`src/rtl/hazard_ctrl_pkg.sv`:
```
// Shared definitions for the pipeline hazard controller: RV32I opcodes,
// the wait-state FSM encoding and the source-register usage lookup.
package hazard_ctrl_pkg;

    localparam logic [6:0] OP_LOAD   = 7'b0000011;
    localparam logic [6:0] OP_OPIMM  = 7'b0010011;
    localparam logic [6:0] OP_STORE  = 7'b0100011;
    localparam logic [6:0] OP_BRANCH = 7'b1100011;
    localparam logic [6:0] OP_OP     = 7'b0110011;

    typedef enum logic {
        RUN,
        WAIT
    } ctrl_state_t;

    typedef struct packed {
        logic uses_rs1;
        logic uses_rs2;
    } src_use_t;

    function automatic src_use_t src_uses(input logic [6:0] opcode);
        src_use_t u;
        u = '0;
        case (opcode)
            OP_LOAD, OP_OPIMM: begin
                u.uses_rs1 = 1'b1;
            end
            OP_STORE, OP_BRANCH, OP_OP: begin
                u.uses_rs1 = 1'b1;
                u.uses_rs2 = 1'b1;
            end
            default: begin
                u = '0;
            end
        endcase
        return u;
    endfunction

endpackage

```
`src/rtl/hazard_ctrl_if.sv`:
```
// Bundle of ID-stage inputs, pipeline register controls and status counters
// exchanged between the core datapath and the hazard controller.
interface hazard_ctrl_if #(
    parameter int CNT_W = 32
);
    logic [31:0]      id_inst;
    logic             id_valid;
    logic             ex_branch_taken;
    logic             mem_req;
    logic             dmem_ready;
    logic             pc_en;
    logic             ifid_en;
    logic             ifid_flush;
    logic             idex_en;
    logic             idex_bubble;
    logic             exmem_en;
    logic             memwb_bubble;
    logic             mem_timeout;
    logic [CNT_W-1:0] stall_cnt;
    logic [CNT_W-1:0] flush_cnt;

    modport master (
        output id_inst, id_valid, ex_branch_taken, mem_req, dmem_ready,
        input  pc_en, ifid_en, ifid_flush, idex_en, idex_bubble, exmem_en,
               memwb_bubble, mem_timeout, stall_cnt, flush_cnt
    );

    modport slave (
        input  id_inst, id_valid, ex_branch_taken, mem_req, dmem_ready,
        output pc_en, ifid_en, ifid_flush, idex_en, idex_bubble, exmem_en,
               memwb_bubble, mem_timeout, stall_cnt, flush_cnt
    );
endinterface

```
`src/rtl/hazard_ctrl_src_reg_decode.sv`:
```
// Extracts register fields and source-usage flags from an RV32I instruction;
// also used by the forwarding unit.
module src_reg_decode
    import hazard_ctrl_pkg::*;
(
    input  logic [31:0] inst,
    output logic [4:0]  rs1,
    output logic [4:0]  rs2,
    output logic [4:0]  rd,
    output logic        uses_rs1,
    output logic        uses_rs2,
    output logic        is_load
);
    src_use_t use_flags;
    logic     unused_bits;

    assign rs1       = inst[19:15];
    assign rs2       = inst[24:20];
    assign rd        = inst[11:7];
    assign use_flags = src_uses(inst[6:0]);
    assign uses_rs1  = use_flags.uses_rs1;
    assign uses_rs2  = use_flags.uses_rs2;
    assign is_load   = (inst[6:0] == OP_LOAD);

    // funct3/funct7 play no part in hazard detection
    assign unused_bits = ^{inst[31:25], inst[14:12]};

endmodule

```
`src/rtl/hazard_ctrl.sv`:
```
// Pipeline sequencing controller: resolves load-use, taken-branch and dmem
// wait hazards, with a wait watchdog and saturating stall/flush counters.
module hazard_ctrl
    import hazard_ctrl_pkg::*;
#(
    parameter int TIMEOUT = 255,
    parameter int CNT_W   = 32
) (
    input  logic         clk,
    input  logic         rst_n,
    hazard_ctrl_if.slave bus
);
    localparam int              WC_W   = (TIMEOUT < 2) ? 1 : $clog2(TIMEOUT + 1);
    localparam logic [WC_W-1:0] WC_MAX = WC_W'(TIMEOUT);

    logic [4:0]       rs1, rs2, rd;
    logic             uses_rs1, uses_rs2, is_load;
    ctrl_state_t      state_q, state_d;
    logic             ex_is_load_q, ex_is_load_d;
    logic [4:0]       ex_rd_q, ex_rd_d;
    logic [WC_W-1:0]  wait_cnt_q, wait_cnt_d;
    logic             mem_timeout_q, mem_timeout_d;
    logic [CNT_W-1:0] stall_cnt_q, stall_cnt_d;
    logic [CNT_W-1:0] flush_cnt_q, flush_cnt_d;
    logic             mem_wait, load_use, branch_act, stall_act;
    logic             pc_en, ifid_en, ifid_flush, idex_en;
    logic             idex_bubble, exmem_en, memwb_bubble;

    src_reg_decode u_decode (
        .inst     (bus.id_inst),
        .rs1      (rs1),
        .rs2      (rs2),
        .rd       (rd),
        .uses_rs1 (uses_rs1),
        .uses_rs2 (uses_rs2),
        .is_load  (is_load)
    );

    assign mem_wait   = bus.mem_req & ~bus.dmem_ready;
    assign load_use   = bus.id_valid & ex_is_load_q & (ex_rd_q != 5'd0) &
                        ((uses_rs1 & (rs1 == ex_rd_q)) | (uses_rs2 & (rs2 == ex_rd_q)));
    assign branch_act = bus.ex_branch_taken & ~mem_wait;
    // A taken branch squashes the dependent instruction, so it never stalls
    assign stall_act  = mem_wait | (load_use & ~bus.ex_branch_taken);

    always_ff @(posedge clk or negedge rst_n) begin
        if (!rst_n) begin
            state_q <= RUN;
        end else begin
            state_q <= state_d;
        end
    end

    always_comb begin
        state_d = state_q;
        case (state_q)
            RUN:     if (mem_wait) state_d = WAIT;
            WAIT:    if (bus.dmem_ready || !bus.mem_req) state_d = RUN;
            default: state_d = RUN;
        endcase
    end

    always_comb begin
        pc_en        = 1'b1;
        ifid_en      = 1'b1;
        ifid_flush   = 1'b0;
        idex_en      = 1'b1;
        idex_bubble  = 1'b0;
        exmem_en     = 1'b1;
        memwb_bubble = 1'b0;
        if (!rst_n) begin
            pc_en        = 1'b0;
            ifid_en      = 1'b0;
            ifid_flush   = 1'b1;
            idex_en      = 1'b0;
            idex_bubble  = 1'b1;
            exmem_en     = 1'b0;
            memwb_bubble = 1'b1;
        end else if (mem_wait) begin
            pc_en        = 1'b0;
            ifid_en      = 1'b0;
            idex_en      = 1'b0;
            exmem_en     = 1'b0;
            memwb_bubble = 1'b1;
        end else if (bus.ex_branch_taken) begin
            ifid_flush   = 1'b1;
            idex_bubble  = 1'b1;
        end else if (load_use) begin
            pc_en        = 1'b0;
            ifid_en      = 1'b0;
            idex_bubble  = 1'b1;
        end
    end

    always_comb begin
        ex_is_load_d = ex_is_load_q;
        ex_rd_d      = ex_rd_q;
        if (idex_en) begin
            if (idex_bubble || !bus.id_valid) begin
                ex_is_load_d = 1'b0;
            end else begin
                ex_is_load_d = is_load;
                ex_rd_d      = rd;
            end
        end

        // A fresh wait episode always restarts the watchdog from one
        wait_cnt_d = '0;
        if (mem_wait) begin
            if (state_q == RUN) begin
                wait_cnt_d = WC_W'(1);
            end else if (wait_cnt_q != WC_MAX) begin
                wait_cnt_d = wait_cnt_q + WC_W'(1);
            end else begin
                wait_cnt_d = wait_cnt_q;
            end
        end
        mem_timeout_d = mem_timeout_q | (wait_cnt_d == WC_MAX);

        stall_cnt_d = stall_cnt_q;
        if (stall_act && (stall_cnt_q != '1)) begin
            stall_cnt_d = stall_cnt_q + CNT_W'(1);
        end
        flush_cnt_d = flush_cnt_q;
        if (branch_act && (flush_cnt_q != '1)) begin
            flush_cnt_d = flush_cnt_q + CNT_W'(1);
        end
    end

    always_ff @(posedge clk or negedge rst_n) begin
        if (!rst_n) begin
            ex_is_load_q  <= 1'b0;
            ex_rd_q       <= 5'd0;
            wait_cnt_q    <= '0;
            mem_timeout_q <= 1'b0;
            stall_cnt_q   <= '0;
            flush_cnt_q   <= '0;
        end else begin
            ex_is_load_q  <= ex_is_load_d;
            ex_rd_q       <= ex_rd_d;
            wait_cnt_q    <= wait_cnt_d;
            mem_timeout_q <= mem_timeout_d;
            stall_cnt_q   <= stall_cnt_d;
            flush_cnt_q   <= flush_cnt_d;
        end
    end

    assign bus.pc_en        = pc_en;
    assign bus.ifid_en      = ifid_en;
    assign bus.ifid_flush   = ifid_flush;
    assign bus.idex_en      = idex_en;
    assign bus.idex_bubble  = idex_bubble;
    assign bus.exmem_en     = exmem_en;
    assign bus.memwb_bubble = memwb_bubble;
    assign bus.mem_timeout  = mem_timeout_q;
    assign bus.stall_cnt    = stall_cnt_q;
    assign bus.flush_cnt    = flush_cnt_q;

endmodule

```
`src/flat_wrapper.sv`:
```
// flat-port wrapper written by rule: the top's interface ports become plain ports
module hazard_ctrl_flat import hazard_ctrl_pkg::*;
#(
    parameter int TIMEOUT = 255,
    parameter int CNT_W   = 32
)
  (clk, rst_n, bus_id_inst, bus_id_valid, bus_ex_branch_taken, bus_mem_req, bus_dmem_ready, bus_pc_en, bus_ifid_en, bus_ifid_flush, bus_idex_en, bus_idex_bubble, bus_exmem_en, bus_memwb_bubble, bus_mem_timeout, bus_stall_cnt, bus_flush_cnt);
  hazard_ctrl_if #(.CNT_W(CNT_W)) bus_i ();
  input  logic clk;
  input  logic rst_n;
  input wire logic [$bits(bus_i.id_inst)-1:0] bus_id_inst;
  input wire logic [$bits(bus_i.id_valid)-1:0] bus_id_valid;
  input wire logic [$bits(bus_i.ex_branch_taken)-1:0] bus_ex_branch_taken;
  input wire logic [$bits(bus_i.mem_req)-1:0] bus_mem_req;
  input wire logic [$bits(bus_i.dmem_ready)-1:0] bus_dmem_ready;
  output wire logic [$bits(bus_i.pc_en)-1:0] bus_pc_en;
  output wire logic [$bits(bus_i.ifid_en)-1:0] bus_ifid_en;
  output wire logic [$bits(bus_i.ifid_flush)-1:0] bus_ifid_flush;
  output wire logic [$bits(bus_i.idex_en)-1:0] bus_idex_en;
  output wire logic [$bits(bus_i.idex_bubble)-1:0] bus_idex_bubble;
  output wire logic [$bits(bus_i.exmem_en)-1:0] bus_exmem_en;
  output wire logic [$bits(bus_i.memwb_bubble)-1:0] bus_memwb_bubble;
  output wire logic [$bits(bus_i.mem_timeout)-1:0] bus_mem_timeout;
  output wire logic [$bits(bus_i.stall_cnt)-1:0] bus_stall_cnt;
  output wire logic [$bits(bus_i.flush_cnt)-1:0] bus_flush_cnt;
  assign bus_i.id_inst = bus_id_inst;
  assign bus_i.id_valid = bus_id_valid;
  assign bus_i.ex_branch_taken = bus_ex_branch_taken;
  assign bus_i.mem_req = bus_mem_req;
  assign bus_i.dmem_ready = bus_dmem_ready;
  assign bus_pc_en = bus_i.pc_en;
  assign bus_ifid_en = bus_i.ifid_en;
  assign bus_ifid_flush = bus_i.ifid_flush;
  assign bus_idex_en = bus_i.idex_en;
  assign bus_idex_bubble = bus_i.idex_bubble;
  assign bus_exmem_en = bus_i.exmem_en;
  assign bus_memwb_bubble = bus_i.memwb_bubble;
  assign bus_mem_timeout = bus_i.mem_timeout;
  assign bus_stall_cnt = bus_i.stall_cnt;
  assign bus_flush_cnt = bus_i.flush_cnt;
  hazard_ctrl #(.TIMEOUT(TIMEOUT), .CNT_W(CNT_W)) u_core (.clk(clk), .rst_n(rst_n), .bus(bus_i));
endmodule
```
`config.mk`:
```
export PLATFORM = sky130hd
export DESIGN_NAME = hazard_ctrl_flat
export DESIGN_NICKNAME = d
export VERILOG_FILES = /design/src/rtl/hazard_ctrl_pkg.sv /design/src/rtl/hazard_ctrl_if.sv /design/src/rtl/hazard_ctrl_src_reg_decode.sv /design/src/rtl/hazard_ctrl.sv /design/src/flat_wrapper.sv
export SDC_FILE = /design/constraint.sdc
export NUM_CORES = 1
export LEC_CHECK = 0
export BUFFER_PORTS_ARGS = -buffer_cell sky130_fd_sc_hd__buf_4
export CELL_PAD_IN_SITES_DETAIL_PLACEMENT = 0
export CELL_PAD_IN_SITES_GLOBAL_PLACEMENT = 1
export CORE_MARGIN = 2
export CORE_UTILIZATION = 36
export DETAILED_ROUTE_END_ITERATION = 6
export PLACE_DENSITY_LB_ADDON = 0.1
export SLEW_MARGIN = 20
export SYNTH_ARGS = -nofsm -noshare
export SYNTH_HDL_FRONTEND = slang
export SYNTH_SLANG_ARGS = --single-unit
```
`constraint.sdc`:
```
create_clock -name clk -period 2.1 [get_ports clk]
set_input_delay 0.525 -clock clk [delete_from_list [all_inputs] [get_ports clk]]
set_output_delay 0.525 -clock clk [all_outputs]
set_load 0.05 [all_outputs]
```
==> implementation parameters, run 1 <==
Parameter                              Value

Run status
  Result of the run ... finished, violations left
  Violations in the final reports ... hold timing, setup timing

GRT
  Vias in the first global route ... 3234
  Final global-route overflow total ... 0
  Antenna violations before repair ... 0
  Wire length of the first global-routing pass ... 16300 µm
  Pin count of the biggest net entering global routing ... 78
  Global-route usage over all layers ... 17.7%

Power and ir drop
  Leakage power summed over all cells ... 2.76 nW
  Total design power ... 4.12 mW
  Sw Share ... 33.1%
  Fraction of power consumed by sequential logic ... 44.0%
  Internal ... 2.75 mW
  Clock network power share ... 30.3%
  Largest voltage drop on the vdd net ... 0.499 mV
  Switching power ... 1.36 mW
  Areal power density over the cells ... 698 nW/µm²
  Combinational power share ... 25.7%

Layout
  Net total in the final layout ... 550
  Area growth syn-to-layout ... 49.9%
  Share of final-layout standard cells stronger than drive strength 1 ... 50.2%
  Diodes inserted ... 0
  Final non-filler cell total ... 654
  Total non-filler cell area in the finished layout ... 5900 µm²
  End-of-flow core utilization ... 54.9%

Logic synthesis
  Avg Cell Area, Syn ... 11.0 µm²
  Cell area after synthesis ... 3940 µm²
  Share of the yosys chip area belonging to registers ... 50.9%
  Count of flip-flops with a built-in enable after synthesis ... 0
  Yosys reg bits ... 80
  Count of synthesis-stage warnings from yosys ... 0
  Instance count of the mapped netlist ... 358
  Syn_nets ... 399
  Number of distinct standard cells referenced by the synthesized netlist ... 51
  Async S/R FF share, synth ... 100%
  Main synth FF type ... dfrtp_1

Worst setup path
  Stage delay of the slowest cell on the critical path ... 0.53 ns
  Required time worst endpoint ... 1.57 ns
  Arrival time at the worst endpoint ... 2.04 ns
  Slowest cell on crit path ... or4_4
  Class of the most critical setup path ... reg -> out
  Startpoint kind of the worst setup timing path ... flop
  Maximum fanout encountered on the critical timing path ... 4
  Sort of element at the end of the critical path ... output port
  Critical Path, Cell by Cell ... or4_4 -> o2111a_2 -> nand2_4 -> nor2_2 -> nor2_4 -> buf_6

Timing
  Setup TNS after final layout ... -8.37 ns
  Maximum achievable frequency ... 390 MHz
  Slew of the pin with the lowest slew margin ... 0.716 ns
  Final Hold Vio Count ... 3
  Time the worst path needs with I/O delays and setup ... 2.56 ns
  Max_slew headroom ... 52.3%
  Total setup violations reported at the end of the flow ... 41
  Worst setup skew after layout ... 0.00808 ns
  Final slew viol count ... 0
  Crit path setup slack, layout ... -0.463 ns
  Worst Hold Margin ... -0.0250 ns
  Fraction of the cycle the final worst path needs ... 122%
  RSZ-0062 raised after global routing ... yes

Detailed routing
  Routed length on met3 ... 475 µm
  First-pass DRT Iterations ... 4
  Routed length on met1 ... 4820 µm
  Number of design-rule violations left by the first detailed-router iteration ... 119
  Vias/cell ... 4.92
  Highest metal layer with signal wires ... met4
  Met2 WL ... 4580 µm
  DR vias ... 3216
  Post-route ant nets ... 0
  Final routed wirelength across all metal layers ... 10000 µm
  WL/cell ... 15.3 µm
  DRC Markers ... 0

Job
  Max capacitance violation total ... 0

CTS
  CTS root buf ... clkbuf_8
  Clock buffer depth ... 2
  Clock transition at the registers of the reported paths ... 0.08 ns
  Clock latency at the later pin of the worst-skew pair ... 0.35 ns
  Number of sinks driven by the clock tree ... 80
  TritonCTS clock tree ... done
  Clock buffers created by TritonCTS ... 9
  Level count of the clock H-tree ... 3

Placed design
  Area after DPL ... 5220 µm²
  Count of input and output buffers ... 99
  Detailed-placement wirelength estimate ... 6870 µm
  Placed instance count ... 624
  Post-place setup slack ... -0.371 ns
  Global placer's final weighted congestion ... 0.796

Floorplan
  Die width ... 109 µm
  Number of top-level pins ... 110
  Floorplan die area ... 11800 µm²
  Die boundary height ... 109 µm
  Placement row count ... 38
  Initial standard-cell utilization of the core ... 36.6%
  Core area ... 10700 µm²

Min path
  Worst min path class ... in -> async
## cell usage in the layout, fill, tap and decap left out, types with 4 or more instances in the layout
cell,n
nand3_2,7
xnor2_1,40
a21oi_1,5
xor2_1,24
and4_1,7
and2_1,5
nand2_4,4
nor2_1,18
inv_1,4
and3_1,17
xnor2_2,9
nand3_1,12
dfrtp_1,52
nand3_4,8
clkbuf_8,9
dfrtp_2,28
nand4_1,22
buf_6,8
nor3_1,4
nand2_1,25
buf_8,4
mux2_2,5
buf_4,135
## sequential cells by signal, indices dropped and copies added (netlist names)
signal                  count
u_core.wait_cnt_q           8
u_core.bus.stall_cnt       32
u_core.bus.flush_cnt       32
u_core.state_q              1
u_core.bus.mem_timeout      1
u_core.ex_rd_q              5
u_core.ex_is_load_q         1
## layout make-up
class	instances	area, µm²
well taps	140	175
clock inverters	6	83.8
flip-flops and latches	80	2040
multi-input cells	264	2240
clock buffers	10	128
fillers	998	4850
inverters	5	22.5
repair buffers	149	1210
## timing repair
item                                    CTS  global route
pin swaps                                28            19
cloned                                    3             0
endpoints found under the hold margin     3             3
resized for setup                        33            35
setup buffers                             5             8
endpoints found under the setup margin   37            50
## synth_stat cells, types with 2 or more instances
library cell  number  share of area, %
buf_4              2              0.38
and3_1            18               2.9
nand4_1           22               3.5
xor2_1            25               5.6
ha_1               3              0.95
nor3_1             7              0.89
a31oi_1            2              0.32
and2_1             5              0.79
dfrtp_1           80                51
xnor2_1           49                11
inv_1              5              0.48
nand2b_1           2              0.32
a21oi_1            5              0.64
and4b_1            2              0.51
buf_6              5               1.4
o21ai_0            2              0.25
mux2_2             6               1.7
and4_1             8               1.8
nand2_1           31               3.0
nand3_1           27               3.4
nor4_1             3              0.48
nor2_1            20               1.9
## worst paths after layout
path                                       endpoint                startpoint  slack [ns]  depth (start not counted)
max                                       bus_pc_en         u_core.ex_rd_q[0]       -0.46                          6
min                               u_core.ex_rd_q[3]                     rst_n       -0.02                          1
max reg2reg                 u_core.bus.stall_cnt[1]         u_core.ex_rd_q[0]       -0.28                          9
min reg2reg                u_core.bus.flush_cnt[10]  u_core.bus.flush_cnt[10]        0.48                          1
max in group asynchronous   u_core.bus.flush_cnt[7]                     rst_n        1.20                          2
min in group clk                  u_core.ex_rd_q[4]           bus_id_inst[11]        0.40                          2
## power groups by stage
stage / clock, mW / sequential, mW / combinational, mW
3_3_place_gp: 0 / 1.84 / 0.941
6_report: 1.25 / 1.81 / 1.06
4_1_cts: 1.28 / 1.81 / 0.997
2_1_floorplan: 0 / 2.13 / 0.281
5_1_grt: 1.35 / 1.83 / 1.13
3_5_place_dp: 0 / 1.84 / 0.951
## logic make-up after synthesis
family                     synth area share, %
xor gates and xnor gates                  16.5
AOI/OAI and AO/OA                         5.02
DFF                                       50.9
adders and majority gates                0.954
and+or+nand+nor                           22.2
buffers and inverters                     2.51
muxes                                     1.97
## worst max-delay path: cells and delay by family, from the launching register on
kind                   cells  cell delay, ns
AO/OA/AOI/OAI              1            0.29
buffers and inverters      1            0.17
AND/OR/NAND/NOR            4            0.77
flip-flops                 1            0.44
## metal layers
metal,global-route usage (%),vias up
met5,0,-
met4,6.50,0
met3,4.04,12
met2,26.2,63
met1,25.1,1566
li1,-,1575
No activity file was read; power rests on OpenSTA's default activity.
==> run 2: changes to the inputs <==
--- a/config.mk
+++ b/config.mk
@@ -5,11 +5,12 @@
 export SDC_FILE = /design/constraint.sdc
 export NUM_CORES = 1
 export LEC_CHECK = 0
+export ABC_AREA = 1
 export BUFFER_PORTS_ARGS = -buffer_cell sky130_fd_sc_hd__buf_4
 export CELL_PAD_IN_SITES_DETAIL_PLACEMENT = 0
 export CELL_PAD_IN_SITES_GLOBAL_PLACEMENT = 1
 export CORE_MARGIN = 2
-export CORE_UTILIZATION = 36
+export CORE_UTILIZATION = 35
 export DETAILED_ROUTE_END_ITERATION = 6
 export PLACE_DENSITY_LB_ADDON = 0.1
 export SLEW_MARGIN = 20
==> implementation parameters, run 2 <==
Parameter                              Value

Run status
  Result of the run ... finished, violations left (unchanged)
  Violations in the final reports ... setup timing (was hold timing, setup timing)

Detailed routing
  Highest metal layer with signal wires ... met4 (unchanged)
  Post-route ant nets ... 0 (unchanged)
  DRC Markers ... 0 (unchanged)
  Routed length on met3 ... 808 µm (was 475 µm)
  Met2 WL ... 7210 µm (was 4580 µm)
  First-pass DRT Iterations ... 5 (was 4)
  Routed length on met1 ... 7760 µm (was 4820 µm)
  WL/cell ... 14.7 µm (was 15.3 µm)
  Vias/cell ... 4.93 (was 4.92)
  Number of design-rule violations left by the first detailed-router iteration ... 312 (was 119)
  DR vias ... 5374 (was 3216)
  Final routed wirelength across all metal layers ... 16000 µm (was 10000 µm)

Logic synthesis
  Syn_nets ... 818 (was 399)
  Async S/R FF share, synth ... 100% (unchanged)
  Cell accounting for the most synthesized area ... dfrtp_1 (unchanged)
  Share of the yosys chip area belonging to registers ... 38.5% (was 50.9%)
  Most frequent cells after synthesis ... 331 x nand2_1, 109 x nor2_1, 80 x dfrtp_1 (was 80 x dfrtp_1, 49 x xnor2_1, 31 x nand2_1)
  Count of synthesis-stage warnings from yosys ... 0 (unchanged)
  Yosys reg bits ... 80 (unchanged)
  Most used standard cell by instance count after synthesis ... nand2_1 (was dfrtp_1)
  Instance count of the mapped netlist ... 777 (was 358)
  Main synth FF type ... dfrtp_1 (unchanged)
  Number of distinct standard cells referenced by the synthesized netlist ... 28 (was 51)
  Count of flip-flops with a built-in enable after synthesis ... 0 (unchanged)
  Avg Cell Area, Syn ... 6.70 µm² (was 11.0 µm²)
  Area share of the largest cell type after synthesis ... 38.5% (was 50.9%)
  Cell area after synthesis ... 5200 µm² (was 3940 µm²)
  Synth top area cells ... dfrtp_1 38%, nand2_1 24%, nor2_1 7.9% (was dfrtp_1 51%, xnor2_1 11%, xor2_1 5.6%)

GRT
  Pin count of the biggest net entering global routing ... 47 (was 78)
  Antenna violations before repair ... 0 (unchanged)
  Wire length of the first global-routing pass ... 26600 µm (was 16300 µm)
  Final global-route overflow total ... 0 (unchanged)
  Vias in the first global route ... 5300 (was 3234)
  Global-route usage over all layers ... 20.8% (was 17.7%)

Power and ir drop
  Total design power ... 4.88 mW (was 4.12 mW)
  Largest voltage drop on the vdd net ... 0.677 mV (was 0.499 mV)
  Leakage power summed over all cells ... 3.39 nW (was 2.76 nW)
  Areal power density over the cells ... 726 nW/µm² (was 698 nW/µm²)

Layout
  Share of final-layout standard cells stronger than drive strength 1 ... 18.9% (was 50.2%)
  Diodes inserted ... 0 (unchanged)
  Fillers ... 1554 (was 998)
  Most common library cell in the layout ignoring fill and taps ... nand2_1 (was buf_4)
  Commonest cells after routing, fill and taps aside ... 328 x nand2_1, 125 x buf_4, 105 x nor2_1, 78 x dfrtp_1, 57 x inv_1 (was 135 x buf_4, 52 x dfrtp_1, 40 x xnor2_1, 28 x dfrtp_2, 25 x nand2_1)
  Area growth syn-to-layout ... 29.1% (was 49.9%)
  Sequential standard cell area ... 2000 µm² (was 2040 µm²)
  Net total in the final layout ... 942 (was 550)
  Area taken by multi-input logic gates ... 2900 µm² (was 2240 µm²)
  Total non-filler cell area in the finished layout ... 6720 µm² (was 5900 µm²)

Timing
  Crit path setup slack, layout ... -0.0876 ns (was -0.463 ns)
  Max_slew headroom ... 57.6% (was 52.3%)
  Final slew viol count ... 0 (unchanged)
  Maximum achievable frequency ... 457 MHz (was 390 MHz)
  Fraction of the cycle the final worst path needs ... 104% (was 122%)
  RSZ-0062 raised after global routing ... yes (unchanged)
  Slew of the pin with the lowest slew margin ... 0.637 ns (was 0.716 ns)
  Total setup violations reported at the end of the flow ... 3 (was 41)
  Time the worst path needs with I/O delays and setup ... 2.19 ns (was 2.56 ns)
  Worst setup skew after layout ... 0.00682 ns (was 0.00808 ns)
  Final Hold Vio Count ... 0 (was 3)

Placed design
  Area after DPL ... 6320 µm² (was 5220 µm²)
  Global placer's final weighted congestion ... 0.889 (was 0.796)
  Count of input and output buffers ... 99 (unchanged)
  Detailed-placement wirelength estimate ... 12000 µm (was 6870 µm)

Worst setup path
  Arrival time at the worst endpoint ... 1.66 ns (was 2.04 ns)
  Startpoint kind of the worst setup timing path ... flop (unchanged)
  Register-to-register setup slack ... 0.21 ns (was -0.28 ns)
  Class of the most critical setup path ... reg -> out (unchanged)
  Maximum fanout encountered on the critical timing path ... 4 (unchanged)
  Sort of element at the end of the critical path ... output port (unchanged)
  Required time worst endpoint ... 1.57 ns (about the same)

CTS
  Hold bufs inserted after CTS ... 0
  TritonCTS clock tree ... done (unchanged)
  Clock transition at the registers of the reported paths ... 0.06 ns (was 0.08 ns)
  Clock buffers created by TritonCTS ... 9 (unchanged)
  Clock latency at the later pin of the worst-skew pair ... 0.35 ns (about the same)
  CTS root buf ... clkbuf_16 (was clkbuf_8)
  Clock buffer depth ... 2 (unchanged)
  Level count of the clock H-tree ... 3 (unchanged)
  Number of sinks driven by the clock tree ... 80 (unchanged)

Floorplan
  Placement row count ... 44 (was 38)
  Number of top-level pins ... 110 (unchanged)
  Die boundary height ... 126 µm (was 109 µm)
  Initial standard-cell utilization of the core ... 35.8% (was 36.6%)
  Die width ... 126 µm (was 109 µm)
  Floorplan die area ... 15900 µm² (was 11800 µm²)
  Core area ... 14500 µm² (was 10700 µm²)

Job
  Max capacitance violation total ... 0 (unchanged)

Min path
  Worst min path class ... in -> async (unchanged)
## run 2: changes by cell type in the layout (fill, tap and decap cells not counted), moves of 26 or more
| cell | before | now |
|---|---|---|
| dfrtp_2 | 28 | 2 |
| nand2_1 | 25 | 328 |
| inv_1 | 4 | 57 |
| nor2_1 | 18 | 105 |
| dfrtp_1 | 52 | 78 |
| xnor2_1 | 40 | 11 |
## run 2: final timing paths
kind,startpoint,cells past startpoint,endpoint
max,u_core.ex_rd_q[1],10,bus_ifid_en
min,rst_n,2,u_core.bus.stall_cnt[2]
max reg2reg,u_core.bus.flush_cnt[0],10,u_core.bus.flush_cnt[6]
min reg2reg,u_core.bus.mem_timeout,2,u_core.bus.mem_timeout
max in group asynchronous,rst_n,3,u_core.bus.stall_cnt[24]
min in group clk,bus_id_inst[8],3,u_core.ex_rd_q[1]
## run 2: power by group
group	internal, mW	leakage (nW)	switching, mW
logic	0.393	2.17	0.821
clock network	1.17	0.158	0.659
registers	1.67	1.07	0.167
total	3.23	3.39	1.65
## run 2: repair_timing
item | 4_1_cts | 5_1_grt
pin swaps | 1 | 0
resized for setup | 4 | 8
setup buffers | 3 | 2
setup endpoints to repair | 3 | 28
## run 2: metal layers
layer	vias to the layer above	track usage (%)
met2	130	32.6
met1	2518	29.0
li1	2711	-
met3	15	4.29
met5	-	0
met4	0	6.40
## run 2: metrics by stage
step	util, %	hold WS (ns)	instances	setup TNS [ns]	setup slack (ns)
2_1_floorplan	-	0.229	777	-0.227	-0.187
3_3_place_gp	43.5	0.446	1069	-0.0490	-0.0246
3_5_place_dp	43.5	0.452	1069	-0.0560	-0.0280
4_1_cts	46.0	0.284	1088	-0.242	-0.0971
5_1_grt	46.2	0.304	1090	-0.557	-0.209
6_report	46.2	0.268	1090	-0.191	-0.0876
## run 2: logic make-up after synthesis
group | count (synthesis) | synth area share [%]
flip-flops | 80 | 38.5
adder cells (fa/ha/maj) | 3 | 0.721
AND/OR/NAND/NOR | 554 | 45.4
AO/OA/AOI/OAI | 14 | 1.42
buffers and inverters | 82 | 6.61
XOR/XNOR | 44 | 7.41
## run 2: cell type report
class                   count  share of cell area (%)
clock buffers              13                    3.57
clock inverters             3                    1.34
inverters                  65                    3.67
multi-input cells         615                    43.1
flip-flops and latches     80                    29.8
well taps                 184                    3.43
repair buffers            130                    15.1
## run 2: critical path, stage by stage, from the launching register on
cell and delay (ns):
dfrtp_1 0.42, inv_2 0.09, nand2_1 0.05, nand2_1 0.06, nor2_1 0.05, nand3_1 0.07
nand2_1 0.08, nand2_1 0.07, nand2_2 0.07, a21oi_4 0.17, buf_6 0.18
==> run 3: changes to the inputs <==
==> constraint.sdc (replaced) <==
create_clock -name clk -period 1.9 [get_ports clk]
set_input_delay 0.475 -clock clk [delete_from_list [all_inputs] [get_ports clk]]
set_output_delay 0.475 -clock clk [all_outputs]
set_load 0.05 [all_outputs]
==> implementation parameters, run 3 (synthesized netlist as in run 2, its figures left out) <==
Parameter                              Value

Run status
  Result of the run ... finished, violations left (unchanged)
  Violations in the final reports ... setup timing (unchanged)

GRT
  Vias in the first global route ... 5256 (was 5300)
  Wire length of the first global-routing pass ... 25800 µm (was 26600 µm)
  Global-route usage over all layers ... 20.0% (was 20.8%)
  Antenna violations before repair ... 0 (unchanged)
  Final global-route overflow total ... 0 (unchanged)
  Pin count of the biggest net entering global routing ... 81 (was 47)

CTS
  Level count of the clock H-tree ... 3 (unchanged)
  Number of sinks driven by the clock tree ... 80 (unchanged)
  Clock buffer depth ... 2 (unchanged)
  Clock buffers created by TritonCTS ... 9 (unchanged)
  CTS root buf ... clkbuf_16 (unchanged)
  Clock transition at the registers of the reported paths ... 0.06 ns (about the same)
  Clock latency at the later pin of the worst-skew pair ... 0.34 ns (was 0.35 ns)
  TritonCTS clock tree ... done (unchanged)

Floorplan
  Floorplan die area ... 15900 µm² (unchanged)
  Core area ... 14500 µm² (unchanged)
  Number of top-level pins ... 110 (unchanged)
  Placement row count ... 44 (unchanged)
  Initial standard-cell utilization of the core ... 35.8% (unchanged)
  Die boundary height ... 126 µm (unchanged)
  Die width ... 126 µm (unchanged)

Timing
  Worst setup skew after layout ... 0.00666 ns (was 0.00682 ns)
  Setup TNS after final layout ... -0.572 ns (was -0.191 ns)
  Final slew viol count ... 0 (unchanged)
  Max_slew headroom ... 70.3% (was 57.6%)
  Maximum achievable frequency ... 475 MHz
  Final Hold Vio Count ... 0 (unchanged)
  Fraction of the cycle the final worst path needs ... 111%
  Slew of the pin with the lowest slew margin ... 0.446 ns (was 0.637 ns)
  RSZ-0062 raised after global routing ... yes (unchanged)
  Total setup violations reported at the end of the flow ... 3 (unchanged)
  Crit path setup slack, layout ... -0.206 ns (was -0.0876 ns)
  Time the worst path needs with I/O delays and setup ... 2.11 ns

Power and ir drop
  Internal ... 3.51 mW (was 3.23 mW)
  Sw Share ... 35.0% (was 33.8%)
  Switching power ... 1.89 mW (was 1.65 mW)
  Total design power ... 5.40 mW (was 4.88 mW)
  Largest voltage drop on the vdd net ... 0.619 mV (was 0.677 mV)
  Fraction of power consumed by sequential logic ... 38.3% (was 37.7%)
  Areal power density over the cells ... 764 nW/µm² (was 726 nW/µm²)
  Leakage power summed over all cells ... 3.52 nW (was 3.39 nW)
  Clock network power share ... 35.0% (was 37.4%)
  Combinational power share ... 26.7% (was 24.9%)

Worst setup path
  Startpoint kind of the worst setup timing path ... flop (unchanged)
  Arrival time at the worst endpoint ... 1.63 ns (was 1.66 ns)
  Sort of element at the end of the critical path ... output port (unchanged)
  Required time worst endpoint ... 1.42 ns (was 1.57 ns)
  Class of the most critical setup path ... reg -> out (unchanged)
  Maximum fanout encountered on the critical timing path ... 4 (unchanged)

Detailed routing
  Number of design-rule violations left by the first detailed-router iteration ... 297 (was 312)
  DRC Markers ... 0 (unchanged)
  DR vias ... 5376 (was 5374)
  Post-route ant nets ... 0 (unchanged)
  First-pass DRT Iterations ... 4 (was 5)
  Vias/cell ... 4.85 (was 4.93)
  WL/cell ... 14.3 µm (was 14.7 µm)
  Final routed wirelength across all metal layers ... 15900 µm (was 16000 µm)

Layout
  Commonest cells after routing, fill and taps aside ... 324 x nand2_1, 136 x buf_4, 99 x nor2_1, 70 x dfrtp_1, 48 x inv_1 (was 328 x nand2_1, 125 x buf_4, 105 x nor2_1, 78 x dfrtp_1, 57 x inv_1)
  Fillers ... 1534 (was 1554)
  Net total in the final layout ... 960 (was 942)
  Most common library cell in the layout ignoring fill and taps ... nand2_1 (unchanged)
  Area growth syn-to-layout ... 35.7% (was 29.1%)
  Share of final-layout standard cells stronger than drive strength 1 ... 24.1% (was 18.9%)
  Diodes inserted ... 0 (unchanged)

Placed design
  Count of input and output buffers ... 99 (unchanged)
  Global placer's final weighted congestion ... 0.875 (was 0.889)
  Post-place setup slack ... -0.0813 ns (was -0.0280 ns)
  Detailed-placement wirelength estimate ... 11600 µm (was 12000 µm)

Job
  Max capacitance violation total ... 0 (unchanged)

Min path
  Worst min path class ... in -> async (unchanged)
-- run 3: cell types whose count changed in the layout (fill, tap and decap cells not counted), moves of 4 or more --
cell | previous run | this run
nor2_2 | 7 | 11
inv_2 | 7 | 12
nor2_1 | 105 | 99
dfrtp_2 | 2 | 10
dfrtp_1 | 78 | 70
nand2_1 | 328 | 324
buf_4 | 125 | 136
inv_1 | 57 | 48
-- run 3: layout make-up --
type | instances | area (µm²) | share of cell area, %
clock buffers | 11 | 233 | 3.29
repair buffers | 148 | 1240 | 17.6
flip-flops and latches | 80 | 2010 | 28.5
clock inverters | 5 | 81.3 | 1.15
multi-input cells | 615 | 2990 | 42.4
well taps | 184 | 230 | 3.26
inverters | 65 | 270 | 3.83
-- run 3: power by group through the flow --
| stage | registers [mW] | clock network, mW | logic [mW] |
|---|---|---|---|
| floorplan | 2.46 | 0 | 0.468 |
| global placement | 2.08 | 0 | 1.32 |
| detailed placement | 2.08 | 0 | 1.33 |
| CTS | 2.06 | 1.93 | 1.35 |
| global route | 2.09 | 2.04 | 1.56 |
| finish | 2.07 | 1.89 | 1.44 |
-- run 3: path summary, 6_finish.rpt --
path | from | slack [ns] | depth (start not counted) | endpoint
max | u_core.ex_rd_q[0] | -0.21 | 8 | bus_pc_en
min | rst_n | 0.20 | 2 | u_core.bus.stall_cnt[29]
max reg2reg | u_core.bus.stall_cnt[1] | 0.13 | 10 | u_core.bus.stall_cnt[2]
min reg2reg | u_core.bus.mem_timeout | 0.48 | 2 | u_core.bus.mem_timeout
max in group asynchronous | rst_n | 1.34 | 2 | u_core.bus.stall_cnt[0]
min in group clk | bus_id_inst[11] | 0.39 | 3 | u_core.ex_rd_q[4]
-- run 3: what timing repair did --
| item | in CTS | in global routing |
|---|---|---|
| gates cloned | 0 | 3 |
| pin swaps | 6 | 3 |
| endpoints found under the setup margin | 6 | 50 |
| resized for setup | 8 | 22 |
| hold buffers | 0 | 0 |
| setup buffers | 1 | 5 |
-- run 3: worst max-delay path, stage by stage (launching register included) --
cell	delay, ns
dfrtp_2	0.44
inv_2	0.08
nand2_1	0.07
nor2_2	0.16
nor3_2	0.07
nand2_2	0.07
nand2_2	0.06
a21oi_4	0.16
buf_6	0.18
-- run 3: per-layer routing --
layer | up-vias | track usage, % | routed length, µm
met5 | - | 0 | 0
met4 | 0 | 4.85 | 191
met1 | 2500 | 26.2 | 7030
li1 | 2736 | - | -
met3 | 16 | 3.40 | 733
met2 | 124 | 34.5 | 7930
-- run 3: per-stage QoR --
| step | instances | hold slack, ns | util (%) | instance area, µm² |
|---|---|---|---|---|
| 6_report | 1108 | 0.201 | 48.6 | 7060 |
| 5_1_grt | 1108 | 0.227 | 48.6 | 7060 |
| 4_1_cts | 1101 | 0.213 | 47.3 | 6880 |
| 3_5_place_dp | 1084 | 0.459 | 45.0 | 6530 |
| 3_3_place_gp | 1084 | 0.449 | 45.0 | 6530 |
| 2_1_floorplan | 777 | 0.179 | - | 5300 |
